[src/rtl/cl_serial_subtractor.sv]
// Digit-serial a - b over DATA_WIDTH bits, one DIGIT_WIDTH digit per clock.
// Integer mode ripples a registered borrow; GF(2) mode reduces to a XOR b.
module cl_serial_subtractor #(
  parameter int DATA_WIDTH  = 32,
  parameter int DIGIT_WIDTH = 8
) (
  input  logic                  clk,
  input  logic                  rst,
  input  logic                  in_valid,
  output logic                  in_ready,
  input  logic [DATA_WIDTH-1:0] a,
  input  logic [DATA_WIDTH-1:0] b,
  input  logic                  carry_option,
  output logic                  out_valid,
  input  logic                  out_ready,
  output logic [DATA_WIDTH-1:0] diff,
  output logic                  bo
);

  localparam int NUM_DIGITS = DATA_WIDTH / DIGIT_WIDTH;
  localparam int CW         = (NUM_DIGITS > 1) ? $clog2(NUM_DIGITS) : 1;
  localparam logic [CW-1:0] LAST_DIGIT = CW'(NUM_DIGITS - 1);

  typedef enum logic [1:0] {
    IDLE = 2'd0,
    CALC = 2'd1,
    DONE = 2'd2
  } state_t;

  // The MSB of the widened result is the borrow out; forced low in GF mode.
  function automatic logic [DIGIT_WIDTH:0] digit_sub(
    input logic [DIGIT_WIDTH-1:0] x,
    input logic [DIGIT_WIDTH-1:0] y,
    input logic                   bin,
    input logic                   int_mode
  );
    logic [DIGIT_WIDTH:0] r;
    if (int_mode) begin
      r = {1'b0, x} - {1'b0, y} - {{DIGIT_WIDTH{1'b0}}, bin};
    end else begin
      r = {1'b0, x ^ y};
    end
    return r;
  endfunction

  state_t                  state_r, state_s;
  logic [CW-1:0]           cnt_r;
  logic                    borrow_r;
  logic                    mode_r;
  logic [DATA_WIDTH-1:0]   a_r, b_r, diff_r;
  logic                    bo_r, out_valid_r;
  logic [31:0]             base_s;
  logic                    last_s;
  logic [DIGIT_WIDTH:0]    dres_s;

  assign base_s = 32'(cnt_r) * 32'(DIGIT_WIDTH);
  assign last_s = (cnt_r == LAST_DIGIT);
  assign dres_s = digit_sub(a_r[base_s +: DIGIT_WIDTH], b_r[base_s +: DIGIT_WIDTH],
                            borrow_r, mode_r);

  assign in_ready  = (state_r == IDLE);
  assign out_valid = out_valid_r;
  assign diff      = diff_r;
  assign bo        = bo_r;

  // State register.
  always_ff @(posedge clk or posedge rst) begin
    if (rst) begin
      state_r <= IDLE;
    end else begin
      state_r <= state_s;
    end
  end

  // Next-state decode.
  always_comb begin
    state_s = state_r;
    case (state_r)
      IDLE: begin
        if (in_valid) state_s = CALC;
        else          state_s = IDLE;
      end
      CALC: begin
        if (last_s) state_s = DONE;
        else        state_s = CALC;
      end
      DONE: begin
        if (out_ready) state_s = IDLE;
        else           state_s = DONE;
      end
      default: state_s = IDLE;
    endcase
  end

  // Operand capture, per-digit subtract and result registers.
  always_ff @(posedge clk or posedge rst) begin
    if (rst) begin
      cnt_r       <= {CW{1'b0}};
      borrow_r    <= 1'b0;
      mode_r      <= 1'b0;
      a_r         <= {DATA_WIDTH{1'b0}};
      b_r         <= {DATA_WIDTH{1'b0}};
      diff_r      <= {DATA_WIDTH{1'b0}};
      bo_r        <= 1'b0;
      out_valid_r <= 1'b0;
    end else begin
      case (state_r)
        IDLE: begin
          if (in_valid) begin
            a_r      <= a;
            b_r      <= b;
            mode_r   <= carry_option;
            cnt_r    <= {CW{1'b0}};
            borrow_r <= 1'b0;
          end
        end
        CALC: begin
          diff_r[base_s +: DIGIT_WIDTH] <= dres_s[DIGIT_WIDTH-1:0];
          borrow_r <= dres_s[DIGIT_WIDTH];
          cnt_r    <= cnt_r + CW'(1);
          if (last_s) begin
            bo_r        <= dres_s[DIGIT_WIDTH];
            out_valid_r <= 1'b1;
          end
        end
        DONE: begin
          if (out_ready) out_valid_r <= 1'b0;
        end
        default: out_valid_r <= 1'b0;
      endcase
    end
  end

endmodule

[config.mk]
export PLATFORM = sky130hd
export DESIGN_NAME = cl_serial_subtractor
export DESIGN_NICKNAME = d
export VERILOG_FILES = /design/src/rtl/cl_serial_subtractor.sv
export SDC_FILE = /design/constraint.sdc
export NUM_CORES = 1
export LEC_CHECK = 0
export CAP_MARGIN = 20
export CORE_UTILIZATION = 55
export DETAILED_ROUTE_END_ITERATION = 8
export PLACE_DENSITY_LB_ADDON = 0.2
export SETUP_SLACK_MARGIN = 0.4
export SYNTH_ARGS = -nofsm -noshare
export SYNTH_HDL_FRONTEND = slang
export SYNTH_SLANG_ARGS = --single-unit
export TNS_END_PERCENT = 100
[constraint.sdc]
create_clock -name clk -period 5.5 [get_ports clk]
set_input_delay 1.1 -clock clk [delete_from_list [all_inputs] [get_ports clk]]
set_output_delay 1.1 -clock clk [all_outputs]
set_load 0.03 [all_outputs]
==> impl_metrics.csv <==
group,metric,value,unit
pwr,p_per_area,709,nW/um2
min_path,hold_path_depth,2,
sta,drv_slew,0,
synth,postSynthAreaPerCell,9.63,um2
die,rows,34,
drt,routed_via_density,5.34,
global_route,grt.total_usage,25.0,%
clocking,cts_buffer_depth,2,
global_route,grt_max_degree,66,
cells_and_area,antennaDiodeCount,0,
critical_path,crit_type,"reg -> reg",
drt,drtAntennaViolNets,0,
critical_path,cp_data_arrival_time,3.92,ns
synth,yosysSeqAreaShare,52.9,%
sta,finalHoldViolations,0,
synth,synthTopCellsByCount,"nand2_1 (225), dfrtp_1 (104), inv_1 (27), o21ai_0 (25), ha_1 (18)",
drt,vias,3836,
place,io_buffers,103,
drt,dr.pass1.iters,4,
cells_and_area,drive_gt1_share,6.22,%
clocking,cts_tree,"built",
drt,drcViolationCount,0,
global_route,first_global_vias,3728,
synth,ys_top_cells_by_area,"dfrtp_1 (53%), nand2_1 (17%), mux4_2 (6.4%)",
sta,worst_slew_pin_slew,1.01,ns
clocking,cts.repair.resized,0,
clocking,cts_hold_buf,0,
die,dieArea,9330,um2
clocking,h-tree-depth,3,
cells_and_area,fin_nets,695,
clocking,clockRootBuffer,"clkbuf_8",
synth,yosysUniqueCellTypes,38,
critical_path,crit_path_start_kind,"register",
sta,slew_headroom,32.6,%
synth,synth_ff_type,"dfrtp_1",
critical_path,reg2reg_to,"diff[14]",
synth,yosysTopAreaCell,"dfrtp_1",
synth,synth.most_common_cell,"nand2_1",
synth,netlist_instances,511,
synth,ys_ff_latch,104,
sta,worst_slack,1.86,ns
clocking,cts.sink_count,104,
status,outcome,"complete, no violations",
sta,finalSetupViolCount,0,
global_route,antenna_found_initial,0,
critical_path,crit_path_max_fanout,14,
clocking,cts_buffers,9,
drt,initialDrtViolationCount,178,
min_path,min_path_type,"reg -> reg",
global_route,grt_pass1_wl,17600,um
sta,tns,0,ns
synth,synth-edff-count,0,
place,place_hpwl,7850,um
cells_and_area,multi_input_area,2130,um2
pwr,total_power,0.00442,W
place,gp_congestion,0.835,
global_route,grt.overflow.total,0,
synth,async_flop_share,100,%
synth,ys_warn_count,0,
min_path,min_from,"b_r[1]",
cells_and_area,fillCellCount,689,
die,fp.dieW,96.6,um
sta,fmax,275,MHz
sta,period_needed,3.64,ns
drt,wl_per_cell,14.7,um
sta,rsz0062_at_grt,"no",
die,chipHeight,96.6,um
pwr,power.leakage,3.01,nW
critical_path,worstSetupEndpointType,"register",
critical_path,cp.required,5.78,ns
die,ioPinCount,104,
sta,final.period_utilization,66.2,%
place,post-place-ws,1.86,ns
clocking,post-cts-setup-buffers,0,
synth,synth.cell_area,4920,um2
synth,syn-num-nets,600,
cells_and_area,area.sequential,2600,um2
sta,fin_worst_skew,0.0188,ns
cells_and_area,area_growth,26.7,%
drt,routed_wl,10600,um
clocking,clk_pin_slew,0.10,ns
clocking,insertion_delay,0.37,ns
critical_path,r2r_slack,1.86,ns
critical_path,rr_worst_depth,12,
synth,synth_top_cell_area_share,52.9,%
die,design.core.area,8680,um2
critical_path,worstSetupStartpoint,"cnt_r[0]",
run,max_cap_viol_count,0,
die,start_util,56.7,%
critical_path,r2r-start,"cnt_r[0]",
min_path,hold_path_end,"b_r[1]",
pwr,ir_worst_vdd,0.000434,V
==> registers in the layout, indices dropped and copies added, names as in the netlist <==
signal	count
a_r	32
b_r	32
bo	1
borrow_r	1
cnt_r	2
diff	32
mode_r	1
out_valid	1
state_r	2
==> worst max path at each step <==
stage	to	cells past startpoint
6_report	diff[14]	12
5_1_grt	diff[14]	12
4_1_cts	diff[22]	12
3_5_place_dp	diff[23]	11
3_3_place_gp	diff[31]	11
2_1_floorplan	a_r[0]	1
==> per-layer routing <==
metal / wire length (um) / vias to the layer above / share of wire [%] / global-route usage, %
li1: - / 1870 / - / -
met1: 4600 / 1857 / 44 / 32.9
met2: 5330 / 97 / 50 / 42.1
met3: 493 / 12 / 4.7 / 3.60
met4: 134 / 0 / 1.3 / 9.80
met5: 0 / - / 0 / 0
==> final cells by class <==
type / count / share of cell area (%)
Clock inverter: 6 / 1.16
Inverter: 27 / 1.67
Sequential cell: 104 / 41.8
Tap cell: 108 / 2.17
Timing Repair Buffer: 106 / 17.1
Clock buffer: 10 / 2.05
Multi-Input combinational cell: 358 / 34.1
==> report_power, final <==
part           internal [W]  switching [W]
registers           0.00108       0.000241
clock network      0.000216       0.000265
logic               0.00110        0.00152
==> critical path: stages, from the launching register on <==
cell and delay (ns):
dfrtp_1 0.88, buf_4 0.34, mux4_2 0.54, inv_1 0.08, fa_1 0.18, inv_1 0.05, fa_1 0.37, nand2_1 0.08
a21oi_1 0.10, o21bai_1 0.25, nor4b_1 0.08, or3_1 0.40, o21ai_0 0.19
==> metrics by stage <==
| stage | instance area [um2] | util, % | hold slack (ns) | instances |
|---|---|---|---|---|
| 3_3_place_gp | 6010 | 69.3 | 0.452 | 702 |
| 2_1_floorplan | 4920 | - | 0.437 | 511 |
| 5_1_grt | 6230 | 71.8 | 0.501 | 719 |
| 3_5_place_dp | 6030 | 69.5 | 0.462 | 703 |
| 4_1_cts | 6230 | 71.8 | 0.485 | 719 |
| 6_report | 6230 | 71.8 | 0.483 | 719 |
==> kinds of logic (layout without fill, tap and decap cells) <==
| group | count (synthesis) | count (layout) | synth area share [%] |
|---|---|---|---|
| flip-flops | 104 | 104 | 52.9 |
| AND/OR/NAND/NOR | 257 | 257 | 21.1 |
| adder cells (fa/ha/maj) | 20 | 20 | 5.39 |
| AO/OA/AOI/OAI | 56 | 56 | 7.42 |
| buffers and inverters | 49 | 149 | 3.99 |
| XOR/XNOR | 8 | 8 | 1.42 |
| multiplexers | 17 | 17 | 7.75 |
==> cells in the final DEF (no fill, tap or decap), drive strengths merged, types with 2 or more instances in the layout <==
cell type and n:
a21oi 8, a22o 16, buf 3, clkbuf 10
clkdlybuf4s50 103, dfrtp 104, fa 2, ha 18
inv 30, mux4 16, nand2 225, nand2b 4
nand3 6, nor2 6, nor3 2, nor4b 3
o21ai 26, or3 3, xnor2 5, xor2 3
Note: power is estimated with default switching activity, not from simulation.
